## src/rtl/pong_pkg.sv

```systemverilog
// rtl/pong_pkg.sv - shared state encoding, screen geometry and winner codes for the Pong match logic
package pong_pkg;

    typedef enum logic [2:0] {
        ST_IDLE     = 3'd0,
        ST_SERVE    = 3'd1,
        ST_PLAY     = 3'd2,
        ST_PAUSE    = 3'd3,
        ST_SCORED   = 3'd4,
        ST_GAMEOVER = 3'd5
    } state_e;

    localparam int SCREEN_W = 640;
    localparam int SCREEN_H = 480;
    localparam int CENTRE_X = 320;
    localparam int CENTRE_Y = 240;

    localparam logic [1:0] WIN_NONE  = 2'b00;
    localparam logic [1:0] WIN_LEFT  = 2'b01;
    localparam logic [1:0] WIN_RIGHT = 2'b10;

endpackage

```

## src/rtl/pong_score_cnt.sv

```systemverilog
// rtl/pong_score_cnt.sv - 4-bit score counter with clear and increment, saturating at MAX
module pong_score_cnt #(
    parameter int MAX = 7
) (
    input  logic       clk,
    input  logic       reset,
    input  logic       inc_i,
    input  logic       clr_i,
    output logic [3:0] cnt_o
);

    logic [3:0] cnt_q, cnt_d;

    always_comb begin
        cnt_d = cnt_q;
        if (clr_i) begin
            cnt_d = '0;
        end else if (inc_i && (cnt_q < 4'(MAX))) begin
            cnt_d = cnt_q + 4'd1;
        end
    end

    always_ff @(posedge clk or posedge reset) begin
        if (reset) begin
            cnt_q <= '0;
        end else begin
            cnt_q <= cnt_d;
        end
    end

    assign cnt_o = cnt_q;

endmodule

```

## src/rtl/pong_match_ctrl.sv

```systemverilog
// rtl/pong_match_ctrl.sv - Pong match sequencer: serve delay, goal detection, scoring, pause, ball gating
// Optional SPEEDUP_EN: ball_en bursts per frame grow with paddle hits.
module pong_match_ctrl
    import pong_pkg::*;
#(
    parameter int SERVE_FRAMES = 60,
    parameter int WIN_SCORE    = 7,
    parameter int LEFT_GOAL    = 20,
    parameter int RIGHT_GOAL   = 610,
    parameter int HITS_LOG2    = 2,
    parameter int MAX_SPEED    = 4
) (
    input  logic       clk,
    input  logic       reset,
    input  logic       frame_tick,
    input  logic       start_pulse,
    input  logic       pause_pulse,
    input  logic       paddle_hit,
    input  logic [9:0] ball_x,
    output logic       ball_en,
    output logic       ball_rst,
    output logic       serve_dir,
    output logic [3:0] score_l,
    output logic [3:0] score_r,
    output logic [1:0] winner,
    output logic [2:0] state
);

    localparam int CW = $clog2(SERVE_FRAMES + 1);
    localparam logic [9:0] LG = 10'(LEFT_GOAL);
    localparam logic [9:0] RG = 10'(RIGHT_GOAL);

    state_e        state_q, state_d;
    logic [CW-1:0] cnt_q, cnt_d;
    logic          scorer_left_q, scorer_left_d;
    logic          ball_en_q, ball_en_d;
    logic          ball_rst_q, ball_rst_d;
    logic          serve_dir_q, serve_dir_d;
    logic [1:0]    winner_q, winner_d;
    logic          inc_l, inc_r, clr_scores;
    logic          goal_l, goal_r, goal, tick_ok, new_win;

    assign goal_l  = (state_q == ST_PLAY) && (ball_x >= RG);
    assign goal_r  = (state_q == ST_PLAY) && (ball_x <= LG);
    assign goal    = goal_l || goal_r;
    assign tick_ok = (state_q == ST_PLAY) && frame_tick && !goal && !pause_pulse;
    assign new_win = scorer_left_q ? (score_l >= 4'(WIN_SCORE - 1))
                                   : (score_r >= 4'(WIN_SCORE - 1));

`ifdef SPEEDUP_EN
    logic [7:0] hit_q, hit_d, burst_q, burst_d, steps, speed_m1;
    assign steps    = hit_q >> HITS_LOG2;
    assign speed_m1 = (steps > 8'(MAX_SPEED - 1)) ? 8'(MAX_SPEED - 1) : steps;
`else
    logic unused_speedup;
    assign unused_speedup = paddle_hit ^ (HITS_LOG2 > 0) ^ (MAX_SPEED > 0);
`endif

    always_ff @(posedge clk or posedge reset) begin
        if (reset) begin
            state_q       <= ST_IDLE;
            cnt_q         <= '0;
            scorer_left_q <= 1'b0;
            ball_en_q     <= 1'b0;
            ball_rst_q    <= 1'b1;
            serve_dir_q   <= 1'b1;
            winner_q      <= WIN_NONE;
`ifdef SPEEDUP_EN
            hit_q         <= '0;
            burst_q       <= '0;
`endif
        end else begin
            state_q       <= state_d;
            cnt_q         <= cnt_d;
            scorer_left_q <= scorer_left_d;
            ball_en_q     <= ball_en_d;
            ball_rst_q    <= ball_rst_d;
            serve_dir_q   <= serve_dir_d;
            winner_q      <= winner_d;
`ifdef SPEEDUP_EN
            hit_q         <= hit_d;
            burst_q       <= burst_d;
`endif
        end
    end

    always_comb begin
        state_d       = state_q;
        cnt_d         = cnt_q;
        scorer_left_d = scorer_left_q;
        case (state_q)
            ST_IDLE, ST_GAMEOVER: begin
                if (start_pulse) begin
                    state_d = ST_SERVE;
                    cnt_d   = CW'(SERVE_FRAMES);
                end
            end
            ST_SERVE: begin
                if (frame_tick) begin
                    if (cnt_q == CW'(1)) state_d = ST_PLAY;
                    else                 cnt_d   = cnt_q - CW'(1);
                end
            end
            ST_PLAY: begin
                // A goal outranks a same-cycle pause request
                if (goal) begin
                    state_d       = ST_SCORED;
                    scorer_left_d = goal_l;
                end else if (pause_pulse) begin
                    state_d = ST_PAUSE;
                end
            end
            ST_PAUSE: begin
                if (pause_pulse) state_d = ST_PLAY;
            end
            ST_SCORED: begin
                if (new_win) begin
                    state_d = ST_GAMEOVER;
                end else begin
                    state_d = ST_SERVE;
                    cnt_d   = CW'(SERVE_FRAMES);
                end
            end
            default: state_d = ST_IDLE;
        endcase
    end

    always_comb begin
        ball_rst_d  = !((state_d == ST_PLAY) || (state_d == ST_PAUSE));
        serve_dir_d = serve_dir_q;
        winner_d    = winner_q;
        inc_l       = 1'b0;
        inc_r       = 1'b0;
        clr_scores  = 1'b0;
        ball_en_d   = tick_ok;
        if (((state_q == ST_IDLE) || (state_q == ST_GAMEOVER)) && start_pulse) begin
            clr_scores  = 1'b1;
            winner_d    = WIN_NONE;
            serve_dir_d = 1'b1;
        end
        if (state_q == ST_SCORED) begin
            inc_l       = scorer_left_q;
            inc_r       = !scorer_left_q;
            serve_dir_d = scorer_left_q;
            if (new_win) winner_d = scorer_left_q ? WIN_LEFT : WIN_RIGHT;
        end
`ifdef SPEEDUP_EN
        burst_d = '0;
        if (tick_ok) begin
            burst_d = speed_m1;
        end else if ((state_q == ST_PLAY) && !goal && !pause_pulse && (burst_q != 8'd0)) begin
            ball_en_d = 1'b1;
            burst_d   = burst_q - 8'd1;
        end
        hit_d = hit_q;
        if ((state_d == ST_SERVE) && (state_q != ST_SERVE)) begin
            hit_d = '0;
        end else if ((state_q == ST_PLAY) && paddle_hit && (hit_q != 8'hFF)) begin
            hit_d = hit_q + 8'd1;
        end
`endif
    end

    pong_score_cnt #(.MAX(WIN_SCORE)) u_score_l (
        .clk   (clk),
        .reset (reset),
        .inc_i (inc_l),
        .clr_i (clr_scores),
        .cnt_o (score_l)
    );

    pong_score_cnt #(.MAX(WIN_SCORE)) u_score_r (
        .clk   (clk),
        .reset (reset),
        .inc_i (inc_r),
        .clr_i (clr_scores),
        .cnt_o (score_r)
    );

    assign ball_en   = ball_en_q;
    assign ball_rst  = ball_rst_q;
    assign serve_dir = serve_dir_q;
    assign winner    = winner_q;
    assign state     = state_q;

endmodule

```

## config.mk

```make
export PLATFORM = sky130hd
export DESIGN_NAME = pong_match_ctrl
export DESIGN_NICKNAME = d
export VERILOG_FILES = /design/src/rtl/pong_pkg.sv /design/src/rtl/pong_score_cnt.sv /design/src/rtl/pong_match_ctrl.sv
export SDC_FILE = /design/constraint.sdc
export NUM_CORES = 1
export LEC_CHECK = 0
export BUFFER_PORTS_ARGS = -buffer_cell sky130_fd_sc_hd__buf_2
export CELL_PAD_IN_SITES_DETAIL_PLACEMENT = 0
export CELL_PAD_IN_SITES_GLOBAL_PLACEMENT = 1
export CORE_MARGIN = 1
export CORE_UTILIZATION = 42
export DETAILED_ROUTE_END_ITERATION = 8
export GPL_TIMING_DRIVEN = 0
export PLACE_DENSITY = 0.94
export SYNTH_ARGS = -nofsm -noshare
export SYNTH_HDL_FRONTEND = slang
export SYNTH_SLANG_ARGS = --single-unit
```

## constraint.sdc

```tcl
create_clock -name clk -period 3.63 [get_ports clk]
set_input_delay 0.726 -clock clk [delete_from_list [all_inputs] [get_ports clk]]
set_output_delay 0.726 -clock clk [all_outputs]
set_load 0.005 [all_outputs]
```

==> impl_metrics.toml, run 1 <==
[yosys]
synth_cells = 139
netlist_area_um2 = 1320
ys.flop_type = "dfrtp_1"
synth_area_per_cell_um2 = 9.51
ys_ff_latch = 23
ys_types = 42
ys_seq_area_share_pct = 43.8
ys.warnings.count = 0
synth_edf_count = 0
syn_nets = 161
async_flop_share_pct = 100

[placed_design]
io_buffers = 30
gp_congestion = 0.828
dp_hpwl_um = 2210
dp_cells = 211

[grt]
grt_antenna_before_repair = 0
grt_pass1_vias = 1099
gr-total-overflow = 0
grt_max_degree = 24
grt_use_total_pct = 18.3
grt_pass1_wl_um = 4870

[route]
wl_um = 2790
dr.pass1.iters = 4
routedWlPerCell_um = 13.0
drc_errors = 0
ant_nets = 0
via_count = 1143
via_per_inst = 5.32
drtIter0Drc = 41

[die]
die-area_um2 = 3370
coreArea_um2 = 2880
initial_core_util_pct = 45.9
num_io_pins = 32
die_width_um = 58.1
die_h_um = 58.1
rows = 19

[clocking]
cts-hold-fix-buffers = 0
clk_pin_slew_ns = 0.13
cts_buffers = 3
clk_path_buf_depth = 2
clock_latency_ns = 0.30
cts_tree = "done"
root_buffer = "clkbuf_4"
ctsResizeCount = 0
post_cts_buffers = 0
cts_sinks = 23
cts.htree.levels = 1

[layout]
n_fill_cell = 274
antenna_cells = 0
seqCellArea_um2 = 578
fin_nets = 196
layout-drive-gt1-share_pct = 24.3
multiInputGateArea_um2 = 691
syn_to_final_growth_pct = 17.4
finalNonFillerCells = 215

[worst_setup_path]
slowest_stage = "dfrtp_1"
crit_type = "flop to flop"
cpLargestDelayFamily = "compound AO/OA/AOI/OAI gates"
path_max_fanout = 8
path_buf_inv = 1
critPathRequiredTime_ns = 3.82
crit_path_start_kind = "flop"
crit_arrival_ns = 2.29
crit_path_max_incr_delay_ns = 0.46
worst_setup_path_end_kind = "flop"
crit_chain = "inv_1, ha_1, o21ai_0, nor4bb_1, o221a_2, and2_1, a31oi_1"

[timing]
tns_ns = 0
tightest_slew_ns = 0.869
whs_ns = 0.487
finalCriticalPeriod_ns = 2.09
finalSetupViolCount = 0
max_freq_ghz = 0.477
relSlewSlack_pct = 42.0
final.setup_skew_ns = 0.00416
hold_viol_final = 0
slew_violations = 0
finalCritPeriodShare_pct = 57.7
rsz0062_at_grt = "no"

[power_and_ir_drop]
totalPowerFinal_mw = 0.901
vdd_drop_max_mv = 0.272
p_leak_nw = 0.707
power.density_nw_per_um2 = 581

[hold_path]
hold_path.class = "flop to flop"

[flow_run]
maxCapViolations = 0

[outcome]
status = "completed"
worst paths after layout:
check                                        start                 end  slack (ns)  cells past startpoint
worst min register to register            cnt_q[5]            cnt_q[5]        0.49                      1
worst min-delay path                      cnt_q[5]            cnt_q[5]        0.49                      1
max in group asynchronous                    reset             ball_en        2.51                      2
min in group asynchronous                    reset  u_score_l.cnt_o[1]        0.58                      2
worst max register to register  u_score_l.cnt_o[0]            cnt_q[3]        1.54                      7
worst max-delay path            u_score_l.cnt_o[0]            cnt_q[3]        1.54                      7
power by group:
part | internal (mW) | total, mW | leakage [nW] | switching [mW]
Combinational | 0.170 | 0.401 | 0.406 | 0.231
Clock | 0.0410 | 0.115 | 0.0177 | 0.0742
Sequential | 0.326 | 0.384 | 0.284 | 0.0581
state kept, by name (all words and copies together) (netlist names):
signal	flops
ball_en	1
ball_rst	1
cnt_q	6
scorer_left_q	1
serve_dir	1
state	3
u_score_l.cnt_o	4
u_score_r.cnt_o	4
winner	2
metrics by stage:
stage	setup slack, ns	util [%]	cell area, um2
6_report	1.54	53.9	1550
3_3_place_gp	1.43	53.0	1520
2_1_floorplan	1.57	-	1320
4_1_cts	1.52	53.9	1550
5_1_grt	1.34	53.9	1550
3_5_place_dp	1.40	53.0	1520
cell usage after synthesis (2+ instances only):
| master | instances | area, um2 |
|---|---|---|
| dfrtp_1 | 21 | 526 |
| nor2_1 | 18 | 67.6 |
| a21oi_1 | 9 | 45.0 |
| inv_1 | 8 | 30.0 |
| o21ai_0 | 8 | 40.0 |
| nand2_1 | 7 | 26.3 |
| ha_1 | 6 | 75.1 |
| a31oi_1 | 4 | 25.0 |
| mux2i_1 | 4 | 40.0 |
| nand2b_1 | 4 | 25.0 |
| a211oi_1 | 3 | 22.5 |
| clkbuf_1 | 3 | 11.3 |
| nand3_1 | 3 | 15.0 |
| nor2b_1 | 3 | 18.8 |
| nor3_1 | 3 | 15.0 |
| or3_1 | 3 | 18.8 |
| a41oi_1 | 2 | 17.5 |
| dfstp_2 | 2 | 52.6 |
| nor4_1 | 2 | 12.5 |
| o21a_1 | 2 | 15.0 |
| o22ai_1 | 2 | 12.5 |
| xnor2_1 | 2 | 17.5 |
final cells by class:
class	instances	share of cell area (%)
timing repair buffer	30	9.68
clock buffer	3	1.45
sequential	23	37.3
inverter	8	1.94
tap	42	3.39
buffer	4	1.45
clock inverter	1	0.323
multi-input combinational	104	44.5
cell families (layout without fill, tap and decap cells):
family                   Yosys count  count (layout)  share of synthesized area, %
flip-flops                        23              23                          43.7
multiplexers                       4               4                          3.03
adder cells (fa/ha/maj)            6               6                          5.68
buffers and inverters             12              46                          3.98
XOR/XNOR                           2               2                          1.33
AND/OR/NAND/NOR                   51              51                          19.9
AO/OA/AOI/OAI                     41              41                          22.3
per-layer routing:
metal	GRT usage, %	share of wire, %	up-vias
met2	34.2	52	17
met4	2.04	0.68	0
met3	2.68	2.5	2
met5	0	0	-
li1	-	-	574
met1	23.0	44	550
layout by cell type, fill, tap and decap left out, types with 2 or more instances in the layout:
cell and instances:
a211oi_1 3, a21oi_1 9, a31oi_1 4, a41oi_1 2, buf_2 30, clkbuf_1 3, clkbuf_4 3, dfrtp_1 21
dfstp_2 2, ha_1 6, inv_1 8, mux2i_1 4, nand2_1 7, nand2b_1 4, nand3_1 3, nor2_1 18
nor2b_1 3, nor3_1 3, nor4_1 2, o21a_1 2, o21ai_0 8, o22ai_1 2, or3_1 3, xnor2_1 2
No activity file was read; power rests on OpenSTA's default activity.
==> inputs of run 2 (changes only) <==
--- a/config.mk
+++ b/config.mk
@@ -5,14 +5,15 @@
 export SDC_FILE = /design/constraint.sdc
 export NUM_CORES = 1
 export LEC_CHECK = 0
+export ABC_AREA = 1
 export BUFFER_PORTS_ARGS = -buffer_cell sky130_fd_sc_hd__buf_2
 export CELL_PAD_IN_SITES_DETAIL_PLACEMENT = 0
 export CELL_PAD_IN_SITES_GLOBAL_PLACEMENT = 1
 export CORE_MARGIN = 1
-export CORE_UTILIZATION = 42
+export CORE_UTILIZATION = 38
 export DETAILED_ROUTE_END_ITERATION = 8
 export GPL_TIMING_DRIVEN = 0
-export PLACE_DENSITY = 0.94
+export PLACE_DENSITY = 0.9
 export SYNTH_ARGS = -nofsm -noshare
 export SYNTH_HDL_FRONTEND = slang
 export SYNTH_SLANG_ARGS = --single-unit
==> constraint.sdc (replaced) <==
create_clock -name clk -period 2.2 [get_ports clk]
set_input_delay 0.44 -clock clk [delete_from_list [all_inputs] [get_ports clk]]
set_output_delay 0.44 -clock clk [all_outputs]
set_load 0.005 [all_outputs]
==> impl_metrics.toml, run 2 <==
[outcome]
status = "completed"

[worst_setup_path]
crit_arrival_ns = 1.76
critPathRequiredTime_ns = 2.46
path_max_fanout = 8
crit_path_start_kind = "flop"
crit_type = "flop to flop"
worst_setup_path_end_kind = "flop"

[clocking]
cts_tree = "done"
cts-hold-fix-buffers = 0
root_buffer = "clkbuf_4"
cts_sinks = 23
clk_pin_slew_ns = 0.13
ctsResizeCount = 0
clock_latency_ns = 0.31
cts_buffers = 3
cts.htree.levels = 1
clk_path_buf_depth = 2
post_cts_buffers = 0

[yosys]
ys.warnings.count = 0
syn_nets = 207
ys_seq_area_share_pct = 41.8
async_flop_share_pct = 100
synth_area_per_cell_um2 = 7.47
synth_cells = 185
ys_ff_latch = 23
post-synth-top-count-cell = "nand2_1"
yosys.area.top_type = "dfrtp_1"
ys.flop_type = "dfrtp_1"
ys_types = 25
netlist_area_um2 = 1380
yosys-top-cells-area = "dfrtp_1, nand2_1, nand3_1"
yosysTopAreaCellShare_pct = 38.0
synth_edf_count = 0
synth_common_cells = "nand2_1, nand3_1, nor2_1, dfrtp_1, inv_1"

[timing]
max_freq_ghz = 0.665
fin_ws_ns = 0.697
finalSetupViolCount = 0
whs_ns = 0.286
relSlewSlack_pct = 41.8
final.setup_skew_ns = 0.00280
tightest_slew_ns = 0.872
slew_violations = 0
hold_viol_final = 0
finalCriticalPeriod_ns = 1.50
rsz0062_at_grt = "no"
finalCritPeriodShare_pct = 68.3
tns_ns = 0

[layout]
layout-drive-gt1-share_pct = 21.5
syn_to_final_growth_pct = 17.0
finalNonFillerCells = 265
antenna_cells = 0
n_fill_cell = 387
largest_reg_flops = 6
layout_common_cells = "nand2_1, buf_2, nand3_1"
largest_register = "cnt_q"
fin_nets = 242
final_common_cell = "nand2_1"

[placed_design]
dp_cells = 261
dp_hpwl_um = 2140
io_buffers = 30
gp_congestion = 0.805
post-place-ws_ns = 0.715

[die]
rows = 21
initial_core_util_pct = 40.4
die_width_um = 62.3
coreArea_um2 = 3420
die-area_um2 = 3880
num_io_pins = 32
die_h_um = 62.3

[route]
via_per_inst = 4.83
route.met2.wl_um = 1240
via_count = 1281
wl_met3_um = 115
drtIter0Drc = 38
routed.top_layer = "met4"
dr.pass1.iters = 4
wl_um = 2850
met1_length_um = 1480
drc_errors = 0
routedWlPerCell_um = 10.7
ant_nets = 0

[power_and_ir_drop]
p_leak_nw = 0.914
power.density_nw_per_um2 = 981
totalPowerFinal_mw = 1.59
vdd_drop_max_mv = 0.399

[grt]
grt_antenna_before_repair = 0
grt_pass1_vias = 1234
grt_pass1_wl_um = 5310
grt_max_degree = 24
gr-total-overflow = 0
grt_use_total_pct = 16.6

[flow_run]
maxCapViolations = 0

[hold_path]
hold_path.class = "input pin to async pin"
## run 2: cell count changes in the layout (fill, tap and decap cells not counted), sizes merged, moves of 4 or more
cell	previous run	this run
o21bai	0	6
nor2	18	25
nand2	7	43
mux2i	4	0
nand2b	4	0
inv	8	25
nand3	3	30
## run 2: report_power, final
part	switching [mW]	total (mW)	internal, mW
Clock	0.129	0.197	0.0679
Sequential	0.126	0.677	0.551
Combinational	0.421	0.712	0.292
## run 2: logic make-up after synthesis
family	share of synthesized area, %
fa+ha+maj	5.43
buf+inv	7.61
simple gates	34.4
compound gates	9.42
xor+xnor	1.27
flops	41.8
## run 2: final timing paths
kind                                         start                  to  slack (ns)  cells past startpoint
worst max-delay path            u_score_r.cnt_o[0]            cnt_q[0]        0.70                      9
worst min register to register           winner[1]           winner[1]        0.52                      2
max in group asynchronous                    reset            state[2]        1.38                      2
min in group clk                        frame_tick             ball_en        0.37                      3
worst max register to register  u_score_r.cnt_o[0]            cnt_q[0]        0.70                      9
worst min-delay path                         reset  u_score_r.cnt_o[1]        0.29                      2
## run 2: routing by layer
layer / vias to the layer above / track usage [%]
met1: 588 / 23.5
li1: 671 / -
met2: 20 / 26.1
met3: 2 / 3.13
met5: - / 0
met4: 0 / 4.36
## run 2: layout make-up
class / count / area, um2 / area share (%)
Sequential cell: 23 / 578 / 35.8
Timing Repair Buffer: 30 / 150 / 9.29
Multi-Input combinational cell: 136 / 698 / 43.2
Clock buffer: 3 / 22.5 / 1.39
Inverter: 25 / 93.8 / 5.80
Tap cell: 46 / 57.6 / 3.56
Clock inverter: 1 / 5.00 / 0.310
Buffer: 1 / 11.3 / 0.697
## run 2: worst max-delay path, cell delays in order, from the launching register on
cell and delay [ns]:
dfrtp_1 0.41, inv_1 0.07, ha_1 0.18, o21ai_0 0.18, nand2_1 0.07, nand2_1 0.12
nand2_4 0.10, inv_2 0.14, nand3_1 0.09, nand2_1 0.09
## run 2: through the flow
step	area (um2)	util [%]
2_1_floorplan	1380	-
3_5_place_dp	1590	46.5
3_3_place_gp	1590	46.5
5_1_grt	1620	47.3
4_1_cts	1620	47.3
6_report	1620	47.3
